**src/rtl/dma_timing_priority_ctrl_if.sv**
```systemverilog
// Bus-side handshake and strobe bundle of the DMA timing/priority controller.
interface dma_timing_priority_ctrl_if #(
  parameter int unsigned CHANNELS = 4
);
  logic [CHANNELS-1:0] DREQ;
  logic                HLDA;
  logic                EOP_N;
  logic                HRQ;
  logic [CHANNELS-1:0] DACK;
  logic                AEN;
  logic                ADSTB;
  logic                MEMR_N;
  logic                MEMW_N;
  logic                IOR_N;
  logic                IOW_N;

  // Controller side: receives requests/acknowledge, drives hold request and strobes.
  modport master (
    input  DREQ, HLDA, EOP_N,
    output HRQ, DACK, AEN, ADSTB, MEMR_N, MEMW_N, IOR_N, IOW_N
  );

  // System side: raises requests and hold acknowledge, observes the bus cycle.
  modport slave (
    output DREQ, HLDA, EOP_N,
    input  HRQ, DACK, AEN, ADSTB, MEMR_N, MEMW_N, IOR_N, IOW_N
  );
endinterface

```
**src/rtl/dma_timing_priority_ctrl.sv**
```systemverilog
// Per-transfer sequencer (SI, S0..S4) and channel arbiter of the 4-channel DMA.
// All outputs are registered Moore decodes of the state being entered.
module dma_timing_priority_ctrl #(
  parameter int unsigned CHANNELS     = 4,
  parameter int unsigned ADDRESSWIDTH = 16
) (
  input  logic                    CLK,
  input  logic                    RESET_N,
  dma_timing_priority_ctrl_if.master bus,
  input  logic [CHANNELS-1:0]     chMask,
  input  logic                    ctrlDisable,
  input  logic                    rotPriority,
  input  logic [CHANNELS-1:0]     demandMode,
  input  logic [2*CHANNELS-1:0]   xferType,
  input  logic                    tcReached,
  output logic                    programCondition,
  output logic                    loadAddr,
  output logic                    incrTemporaryAddressReg,
  output logic                    decrTemporaryWordCountReg,
  output logic                    updateCurrentAddressReg,
  output logic                    updateCurrentWordCountReg,
  output logic                    intEOP
);

  localparam int unsigned CH_W = (CHANNELS > 1) ? $clog2(CHANNELS) : 1;

  // Address width only sizes the datapath; reject a degenerate setting early.
  if (ADDRESSWIDTH == 0) begin : gAddrWidthCheck
    $error("ADDRESSWIDTH must be nonzero");
  end

  typedef enum logic [2:0] {SI, S0, S1, S2, S3, S4} stateType;

  stateType            state, stateNext;
  logic [CH_W-1:0]     activeCh, chNext;
  logic [CH_W-1:0]     priPtr, ptrNext;
  logic                eopSeen, eopSeenNext;

  logic [CHANNELS-1:0] eligible;
  logic [CH_W-1:0]     scanBase;
  logic [CH_W-1:0]     winner;
  logic                found;
  int unsigned         idx;

  logic [1:0]          xtNext;
  logic                readActive, writeActive;
  logic                hrqD, aenD, adstbD, pulseD, intEopD;
  logic [CHANNELS-1:0] dackD;

  // Pick the first eligible request scanning upward from the priority pointer.
  always_comb begin
    eligible = bus.DREQ & ~chMask;
    scanBase = rotPriority ? priPtr : '0;
    found    = 1'b0;
    winner   = '0;
    idx      = 0;
    for (int unsigned i = 0; i < CHANNELS; i++) begin
      idx = (32'(scanBase) + i) % CHANNELS;
      if (!found && eligible[CH_W'(idx)]) begin
        found  = 1'b1;
        winner = CH_W'(idx);
      end
    end
  end

  // Next state, channel/pointer bookkeeping and decode of the state being entered.
  always_comb begin
    stateNext   = state;
    chNext      = activeCh;
    ptrNext     = priPtr;
    eopSeenNext = 1'b0;

    case (state)
      SI: begin
        if (!ctrlDisable && found) begin
          stateNext = S0;
          chNext    = winner;
        end
      end
      S0: begin
        if (bus.HLDA) begin
          stateNext = S1;
        end else if (!bus.DREQ[activeCh]) begin
          stateNext = SI;
        end
      end
      S1: stateNext = bus.HLDA ? S2 : SI;
      S2: begin
        eopSeenNext = eopSeen | ~bus.EOP_N;
        stateNext   = bus.HLDA ? S3 : SI;
      end
      S3: begin
        eopSeenNext = eopSeen | ~bus.EOP_N;
        stateNext   = bus.HLDA ? S4 : SI;
      end
      S4: begin
        ptrNext = rotPriority ? CH_W'((32'(activeCh) + 32'd1) % CHANNELS) : '0;
        // intEOP holds the terminal decision made on entry to S4.
        if (demandMode[activeCh] && bus.DREQ[activeCh] && !chMask[activeCh] &&
            !intEOP && bus.HLDA) begin
          stateNext = S1;
        end else begin
          stateNext = SI;
        end
      end
      default: stateNext = SI;
    endcase

    xtNext      = xferType[{chNext, 1'b0} +: 2];
    readActive  = (stateNext == S2) || (stateNext == S3);
    writeActive = (stateNext == S3);
    hrqD        = (stateNext != SI);
    aenD        = (stateNext inside {S1, S2, S3, S4});
    adstbD      = (stateNext == S1);
    pulseD      = (stateNext == S4);
    intEopD     = (stateNext == S4) && (tcReached || eopSeenNext);
    dackD       = '0;
    if (aenD) begin
      dackD[chNext] = 1'b1;
    end
  end

  // State, bookkeeping and registered output update.
  always_ff @(posedge CLK) begin
    if (!RESET_N) begin
      state                     <= SI;
      activeCh                  <= '0;
      priPtr                    <= '0;
      eopSeen                   <= 1'b0;
      bus.HRQ                   <= 1'b0;
      bus.DACK                  <= '0;
      bus.AEN                   <= 1'b0;
      bus.ADSTB                 <= 1'b0;
      bus.MEMR_N                <= 1'b1;
      bus.MEMW_N                <= 1'b1;
      bus.IOR_N                 <= 1'b1;
      bus.IOW_N                 <= 1'b1;
      programCondition          <= 1'b1;
      loadAddr                  <= 1'b0;
      incrTemporaryAddressReg   <= 1'b0;
      decrTemporaryWordCountReg <= 1'b0;
      updateCurrentAddressReg   <= 1'b0;
      updateCurrentWordCountReg <= 1'b0;
      intEOP                    <= 1'b0;
    end else begin
      state                     <= stateNext;
      activeCh                  <= chNext;
      priPtr                    <= ptrNext;
      eopSeen                   <= eopSeenNext;
      bus.HRQ                   <= hrqD;
      bus.DACK                  <= dackD;
      bus.AEN                   <= aenD;
      bus.ADSTB                 <= adstbD;
      bus.MEMR_N                <= ~(readActive && (xtNext == 2'b10));
      bus.IOR_N                 <= ~(readActive && (xtNext == 2'b01));
      bus.MEMW_N                <= ~(writeActive && (xtNext == 2'b01));
      bus.IOW_N                 <= ~(writeActive && (xtNext == 2'b10));
      programCondition          <= (stateNext == SI);
      loadAddr                  <= adstbD;
      incrTemporaryAddressReg   <= pulseD;
      decrTemporaryWordCountReg <= pulseD;
      updateCurrentAddressReg   <= pulseD;
      updateCurrentWordCountReg <= pulseD;
      intEOP                    <= intEopD;
    end
  end

endmodule

```
**src/flat_wrapper.sv**
```systemverilog
// flat-port wrapper written by rule: the top's interface ports become plain ports
module dma_timing_priority_ctrl_flat 
#(
  parameter int unsigned CHANNELS     = 4,
  parameter int unsigned ADDRESSWIDTH = 16
)
  (CLK, RESET_N, chMask, ctrlDisable, rotPriority, demandMode, xferType, tcReached, programCondition, loadAddr, incrTemporaryAddressReg, decrTemporaryWordCountReg, updateCurrentAddressReg, updateCurrentWordCountReg, intEOP, bus_DREQ, bus_HLDA, bus_EOP_N, bus_HRQ, bus_DACK, bus_AEN, bus_ADSTB, bus_MEMR_N, bus_MEMW_N, bus_IOR_N, bus_IOW_N);
  dma_timing_priority_ctrl_if #(.CHANNELS(CHANNELS)) bus_i ();
  input  logic CLK;
  input  logic RESET_N;
  input  logic [CHANNELS-1:0] chMask;
  input  logic ctrlDisable;
  input  logic rotPriority;
  input  logic [CHANNELS-1:0] demandMode;
  input  logic [2*CHANNELS-1:0] xferType;
  input  logic tcReached;
  output logic programCondition;
  output logic loadAddr;
  output logic incrTemporaryAddressReg;
  output logic decrTemporaryWordCountReg;
  output logic updateCurrentAddressReg;
  output logic updateCurrentWordCountReg;
  output logic intEOP;
  input wire logic [$bits(bus_i.DREQ)-1:0] bus_DREQ;
  input wire logic [$bits(bus_i.HLDA)-1:0] bus_HLDA;
  input wire logic [$bits(bus_i.EOP_N)-1:0] bus_EOP_N;
  output wire logic [$bits(bus_i.HRQ)-1:0] bus_HRQ;
  output wire logic [$bits(bus_i.DACK)-1:0] bus_DACK;
  output wire logic [$bits(bus_i.AEN)-1:0] bus_AEN;
  output wire logic [$bits(bus_i.ADSTB)-1:0] bus_ADSTB;
  output wire logic [$bits(bus_i.MEMR_N)-1:0] bus_MEMR_N;
  output wire logic [$bits(bus_i.MEMW_N)-1:0] bus_MEMW_N;
  output wire logic [$bits(bus_i.IOR_N)-1:0] bus_IOR_N;
  output wire logic [$bits(bus_i.IOW_N)-1:0] bus_IOW_N;
  assign bus_i.DREQ = bus_DREQ;
  assign bus_i.HLDA = bus_HLDA;
  assign bus_i.EOP_N = bus_EOP_N;
  assign bus_HRQ = bus_i.HRQ;
  assign bus_DACK = bus_i.DACK;
  assign bus_AEN = bus_i.AEN;
  assign bus_ADSTB = bus_i.ADSTB;
  assign bus_MEMR_N = bus_i.MEMR_N;
  assign bus_MEMW_N = bus_i.MEMW_N;
  assign bus_IOR_N = bus_i.IOR_N;
  assign bus_IOW_N = bus_i.IOW_N;
  dma_timing_priority_ctrl #(.CHANNELS(CHANNELS), .ADDRESSWIDTH(ADDRESSWIDTH)) u_core (.CLK(CLK), .RESET_N(RESET_N), .bus(bus_i), .chMask(chMask), .ctrlDisable(ctrlDisable), .rotPriority(rotPriority), .demandMode(demandMode), .xferType(xferType), .tcReached(tcReached), .programCondition(programCondition), .loadAddr(loadAddr), .incrTemporaryAddressReg(incrTemporaryAddressReg), .decrTemporaryWordCountReg(decrTemporaryWordCountReg), .updateCurrentAddressReg(updateCurrentAddressReg), .updateCurrentWordCountReg(updateCurrentWordCountReg), .intEOP(intEOP));
endmodule
```
**config.mk**
```make
export PLATFORM = sky130hd
export DESIGN_NAME = dma_timing_priority_ctrl_flat
export DESIGN_NICKNAME = d
export VERILOG_FILES = /design/src/rtl/dma_timing_priority_ctrl_if.sv /design/src/rtl/dma_timing_priority_ctrl.sv /design/src/flat_wrapper.sv
export SDC_FILE = /design/constraint.sdc
export NUM_CORES = 1
export LEC_CHECK = 0
export ABC_AREA = 0
export CAP_MARGIN = 10
export CORE_MARGIN = 1.5
export CORE_UTILIZATION = 50
export CTS_BUF_LIST = sky130_fd_sc_hd__clkbuf_4 sky130_fd_sc_hd__clkbuf_8
export DETAILED_ROUTE_END_ITERATION = 10
export GPL_TIMING_DRIVEN = 0
export MAX_ROUTING_LAYER = met4
export PLACE_DENSITY = 0.89
export SYNTH_ARGS = -nofsm -noshare
export SYNTH_HDL_FRONTEND = slang
export SYNTH_SLANG_ARGS = --single-unit
```
**constraint.sdc**
```tcl
create_clock -name CLK -period 6.1 [get_ports CLK]
set_clock_uncertainty 0.05 [all_clocks]
set_input_delay 0.915 -clock CLK [delete_from_list [all_inputs] [get_ports CLK]]
set_output_delay 0.915 -clock CLK [all_outputs]
set_load 0.03 [all_outputs]
```
==> results <==
- STA puts the critical path data required time at 6.28 ns.
- In the finished design, the share of the clock period the worst path needs comes to 50.3%.
- The number of synthesized flops with an enable pin is 0.
- The count of maximum capacitance violations is 0.
- The mean area per synthesized cell is approximately 9 µm².
- For this run, asynchronously set or reset flops after synthesis account for 0%.
- The switching power is 83.9 µW.
- The clock passes through at most 2 buffers.
- In the final design database the tool counted roughly 220 nets.
- After layout, the worst setup slack is 3.03 ns.
- The clock drives 22 sinks.
- The combinational share of power is 23.0%.
- After clock tree synthesis, the flow added hold-fix buffers numbering 0.
- Post-CTS repair changed the size of 0 cells.
- The hold violation total from the final report is 0.
- The path class of the tightest hold or removal check is flip-flop to flip-flop.
- The clock root buffer master is sky130_fd_sc_hd__clkbuf_4.
- The area growth from synthesis to layout is 39.9%.
- For this run, the number of Yosys warnings is 0.
- The net count after synthesis is 173.
- For the worst setup path, the data arrival time is 3.25 ns.
- The die covers 0.00293 mm².
- For this run, design rule violations remaining after detail routing come to 0.
- The analysis attributes to cell leakage a power of 0.000738 µW.
- Setup violations remaining at the end of the flow were counted as 0.
- The overall die width is 54.1 µm.
- Cell internal power was estimated by the tool at 256 µW.
- The number of clock buffers added by TritonCTS is 3.
- The clock insertion delay at the later pin of the skew report is about 0.31 ns.
- The clock network is responsible for 32.6% of the overall power.
- The final-report max-slew violation count is 0.
- In this run, the number of DRC markers left after iteration 0 of detailed routing was 33.
- In this run switching power makes up 24.7% of total power.
- The worst stage delay on the critical path is ~0.64 ns.
- The peak clock frequency supported by timing is 326 MHz.
- Before antenna repair, the detailed router went through 5 iterations.
- The number of H-tree levels is 1.
- The initial antenna violation count was 0.
- The top flip-flop cell by instance count after synthesis is sky130_fd_sc_hd__dfxtp_1.
- The final layout contains routed wiring with a total length of around 3200 µm.
- Synthesis inferred 22 register bits.
- Setup repair after global routing left no endpoint under its margin.
- The via count of the first global-routing pass is 1183.
- Once detail routing completed, the nets flagged for antenna violations numbered 0.
- The clock-pin slew on the worst setup and hold paths is about 0.12 ns.
- The sequential element share of the synthesized area is between 30% and 40%.
- The die is 54.1 µm tall.
- The number of placement rows is 18.
- The category of the critical setup timing path is primary input to flip-flop.
- The type of origin of the critical path is a primary input.
- Power spread over the standard cell area amounts to 186 mW/mm².
- STA classifies the critical path endpoint as a flip-flop.
- Among all stages on the critical path, the largest delay is contributed by sky130_fd_sc_hd__o41ai_2.
- Once the floorplan was initialized, standard cells occupied 52.7% of the core.
- The sum of negative setup slack is 0 ns.
- Buffers placed on the I/O ports in this run total 43.
- Once detailed placement completed, the half-perimeter wirelength came to approximately 2500 µm.
- The worst pin sits at a relative slew slack of 58.3%.
- Entering global routing, the biggest net connects 14 pins.
- The signal on the critical path passes through clkdlybuf4s50_1 -> and2b_1 -> o41ai_2 -> and2_1 -> a211o_1 -> buf_2 -> mux2i_1 -> nand4_1 -> o211ai_1.
- The number of antenna diodes in the final layout is 0.
- The wire length of the first global-routing pass is 5060 µm.
- The flow ran to the end, and the final reports show no timing, DRC or antenna violations.
- For the pin with the worst max-slew slack, the measured transition is 0.618 ns.
- In the final routed layout, each cell accounts on average for 14.2 µm.
- Timing analysis after detailed placement gives a worst setup slack of 2.72 ns.
- The time the worst path needs with I/O delays and setup is 3.07 ns.
- The number of standard cells after synthesis is 146.
- The count of boundary I/O pins is 45.
- The power share of the sequential group is 44.4%.
- The core region is 0.00248 mm².
- The routed layout has roughly 1200 vias.
- The weighted congestion reported at the end of routability-driven placement is 0.894.
- The post-route netlist has ~11% of its cells at a drive strength greater than 1.
- The count of cell types in the netlist is 42.
- The average via count per standard cell is 5.51.
- In this run the worst path has a maximum fanout of 9.
- The completed layout was analyzed and its total power is 339 µW.
- The global route total overflow is 0.
- The total routing resource utilization after global routing is 24.0%.
- The number of setup buffers added after CTS is 0.
- IR analysis of the VDD net gives a maximum drop of around 0.22 mV.
- After synthesis the cells add up to 0.00131 mm².
- TritonCTS built the clock tree.
==> area by class of cell <==
cell class	instances	area, µm²
plain buffers	11	87.6
clock buffers	3	22.5
clock inverters	1	30.0
fillers	180	652
inverters	5	18.8
multi-input cells	108	758
flip-flops and latches	22	440
well taps	30	37.5
repair buffers	43	430
==> power groups by stage <==
stage,combinational (µW),clock (µW),sequential [µW]
6_report,78.1,111,151
5_1_grt,84.4,119,151
4_1_cts,77.9,113,151
3_5_place_dp,77.6,0,154
3_3_place_gp,75.4,0,154
2_1_floorplan,40.7,0,159
==> layout by cell type (no fill, tap or decap), drive strengths merged, types with 2 or more instances in the layout <==
master and count:
clkdlybuf4s50 43, dfxtp 22, nor2 13, nor2b 10, buf 9, nand2b 8, a21oi 7, nand2 7
mux2i 6, o21ai 6, inv 5, and2 5, clkbuf 5, xor2 4, o211ai 4, and2b 3
nand3b 3, nand3 3, nor3b 3, nand4 3, and3 3, a31oi 2, o21a 2, o22ai 2
==> worst max-delay path, delay by kind of cell <==
family                 cells  cell delay, ns
multiplexers               1            0.20
AND/OR/NAND/NOR            3            0.58
AO/OA/AOI/OAI              3            0.87
buffers and inverters      2            0.68
==> logic make-up after synthesis <==
group / after synthesis / synth area share, %
simple gates: 65 / 31.4
mux: 7 / 6.33
buf+inv: 16 / 8.15
xor+xnor: 5 / 3.36
compound gates: 31 / 17.1
flops: 22 / 33.7
==> state kept, by name, indices dropped and copies added, names as in the netlist, 2 cells and up <==
| register | cells |
|---|---|
| u_core.priPtr | 2 |
| u_core.activeCh | 2 |
| u_core.state | 3 |
| u_core.bus.DACK | 4 |
==> stage by stage <==
| step | utilization (%) | instance area [µm²] | hold WS [ns] | cells |
|---|---|---|---|---|
| 2_1_floorplan | - | 1310 | 0.468 | 146 |
| 3_3_place_gp | 71.6 | 1770 | 0.502 | 219 |
| 3_5_place_dp | 71.6 | 1770 | 0.512 | 219 |
| 4_1_cts | 73.7 | 1830 | 0.530 | 223 |
| 5_1_grt | 73.7 | 1830 | 0.568 | 223 |
| 6_report | 73.7 | 1830 | 0.539 | 223 |
==> final timing paths <==
path / end / slack (ns) / from / cells past startpoint
max: u_core.bus.IOW_N / 3.03 / chMask[3] / 9
min: u_core.priPtr[1] / 0.54 / u_core.priPtr[1] / 2
max reg2reg: u_core.bus.IOW_N / 3.89 / u_core.state[2] / 7
min reg2reg: u_core.priPtr[1] / 0.54 / u_core.priPtr[1] / 2
==> cells in the mapped netlist (all sizes together) (2+ instances only) <==
master	number	area share [%]
a21oi	7	2.7
a31oi	2	0.96
and2	5	2.4
and2b	3	1.7
and3	3	1.8
buf	9	6.1
clkbuf	2	0.58
dfxtp	22	34
inv	5	1.4
mux2i	6	4.6
nand2	7	3.3
nand2b	8	3.8
nand3	3	1.2
nand3b	3	1.7
nand4	3	1.4
nor2	13	3.7
nor2b	10	4.8
nor3b	3	1.7
o211ai	4	2.3
o21a	2	1.2
o21ai	6	2.3
o22ai	2	1.4
xor2	4	2.7
==> routing by layer <==
| metal | track usage, % | vias up | share of wire (%) |
|---|---|---|---|
| met5 | - | - | 0 |
| met2 | 43.7 | 55 | 53 |
| met4 | 2.50 | 0 | 0 |
| met3 | 4.17 | 0 | 5.3 |
| li1 | - | 606 | - |
| met1 | 28.3 | 567 | 41 |
Power figures use the tool's default switching activity.
==> RTL change (same flow settings) <==
Reset style: asynchronous (`RESET_N`), changed in one clocked block.
--- a/src/rtl/dma_timing_priority_ctrl.sv
+++ b/src/rtl/dma_timing_priority_ctrl.sv
@@ -121,7 +121,7 @@
   end
 
   // State, bookkeeping and registered output update.
-  always_ff @(posedge CLK) begin
+  always_ff @(posedge CLK or negedge RESET_N) begin
     if (!RESET_N) begin
       state                     <= SI;
       activeCh                  <= '0;
Formal check against the unedited RTL: differs if RESET_N is asserted again (counterexample within 4 cycles, from zero or initial values and one cycle with RESET_N low); with RESET_N held inactive, the same outputs for 10 cycles.
==> RTL change against the original RTL <==
  * Synthesized area up 5.0%
  * Sequential cell count unchanged
  * Routed wire length up 3.0%
  * Setup slack better by 0.23 ns
  * Register-to-register slack worse by 0.05 ns
  * Utilization up 0.60 points
  * Die area up 4.7%
  * Cell area up 3.6%
  * Highest routed layer is now met4
Power is not compared: it rests on default switching activity, and its combinational part moved more than twofold at a synthesized area within 25%.
==> RTL change: results (changes against the original RTL) <==
metric,value,unit,change
diodes,0,,unchanged
critPathMaxFanout,9,,unchanged
grt_max_degree,23,,+9
leakagePower,0.000780,uW,
syn_nets,169,,-2.3%
use_met3,3.51,%,-0.65 points
wirelength,3270,um,+3.0%
routed_via_density,5.69,,+3.4%
yosysSeqAreaShare,40.6,%,+6.9 points
cts_buffer_depth,2,,unchanged
grt_first_pass_wirelength,5500,um,+8.6%
dp_slack,2.95,ns,+0.221 ns
synthArstFlopShare,100,%,+100 points
fillerInstances,195,,+8.3%
ys.warnings.count,0,,unchanged
clock-root-buffer,clkbuf_4,,
postCtsSetupRepairBufs,0,,unchanged
gp_congestion,0.915,,+2.4%
cts_resized,0,,unchanged
drt-wirelength-per-cell,14.9,um,+4.9%
syn_to_final_growth,38.0,%,
htreeDepth,1,,unchanged
antenna_found_initial,0,,unchanged
yosys-top-cells-count,"17 x dfrtp_1, 14 x nand2_1, 12 x nand2b_1, 10 x nor2b_1, 9 x nor2_1",,
syn_area_per_cell,9.65,sq um,+7.9%
crit_path_max_incr_delay,0.50,ns,-0.14 ns
placed_area,1840,sq um,+3.7%
worstPathArrival,3.02,ns,-0.23 ns
dp_cells,215,,-1.8%
crit_family,compound AO/OA/AOI/OAI gates,,
gr-usage-all-layers,23.2,%,-0.75 points
cts_buffers,3,,unchanged
synth_cell_type_count,41,,-2.4%
cpMaxStageDelayCell,o41ai_2,,
grtUsageMet1,25.6,%,-2.7 points
peakVddDrop,0.309,mV,
gr-usage-met2,41.0,%,-2.7 points
drt_iter0_markers,46,,+39%
hp-class,reg2reg,,
dp_hpwl,2590,um,+1.5%
synth.area.top_cells,"dfrtp_1 31%, dfstp_2 9.6%, nand2b_1 5.5%",,
maxCapViolations,0,,unchanged
reg_top3,"u_core.bus.DACK x4, u_core.state x3",,
clk_latency,0.31,ns,about the same
drive_gt1_share,14.3,%,+3.4 points
portBuffers,43,,unchanged
clkTransAtPathRegs,0.12,ns,about the same
worstMarginPinSlew,0.913,ns,+0.294 ns
status,"complete, no violations",,
dr.pass1.iters,4,,-1
-- RTL change: worst paths after layout --
path | endpoint | depth (start not counted) | slack [ns] | start
hold / removal | u_core.eopSeen | 2 | 0.51 | u_core.eopSeen
hold reg to reg | u_core.eopSeen | 2 | 0.51 | u_core.eopSeen
min in group asynchronous | u_core.state[1] | 1 | 1.05 | RESET_N
setup reg to reg | u_core.bus.MEMW_N | 8 | 3.84 | u_core.state[0]
setup / recovery | u_core.bus.MEMW_N | 8 | 3.27 | bus_DREQ[3]
max in group asynchronous | u_core.bus.ADSTB | 1 | 4.40 | RESET_N
-- RTL change: layout make-up --
type                    count  area share, %
clock inverters             1           1.59
plain buffers              10           3.77
clock buffers               3           1.19
inverters                   7           1.39
well taps                  30           1.99
multi-input cells         103           37.9
flip-flops and latches     22           29.5
repair buffers             43           22.8
-- RTL change: layer usage --
metal | part of all wire (%) | wire length (um)
met5 | 0 | 0
met4 | 2.6 | 84
met3 | 3.9 | 129
met2 | 53 | 1720
met1 | 41 | 1330
-- RTL change: logic make-up (layout without fill, tap and decap cells) --
group,after synthesis,count (layout),share of synthesized area [%]
AND/OR/NAND/NOR,60,60,24.9
AO/OA/AOI/OAI,36,36,21.5
flip-flops,22,22,40.6
buffers and inverters,17,64,7.12
multiplexers,5,5,4.57
XOR/XNOR,2,2,1.28
-- RTL change: power by group --
group | switching [uW] | internal (uW)
combinational | 218 | 165
sequential | 28.4 | 191
clock | 44.8 | 66.5
total | 292 | 422
-- RTL change: tightest hold or removal path, stage by stage, from the launching register on --
cell	delay, ns
dfrtp_1	0.39
inv_1	0.04
a21boi_0	0.09
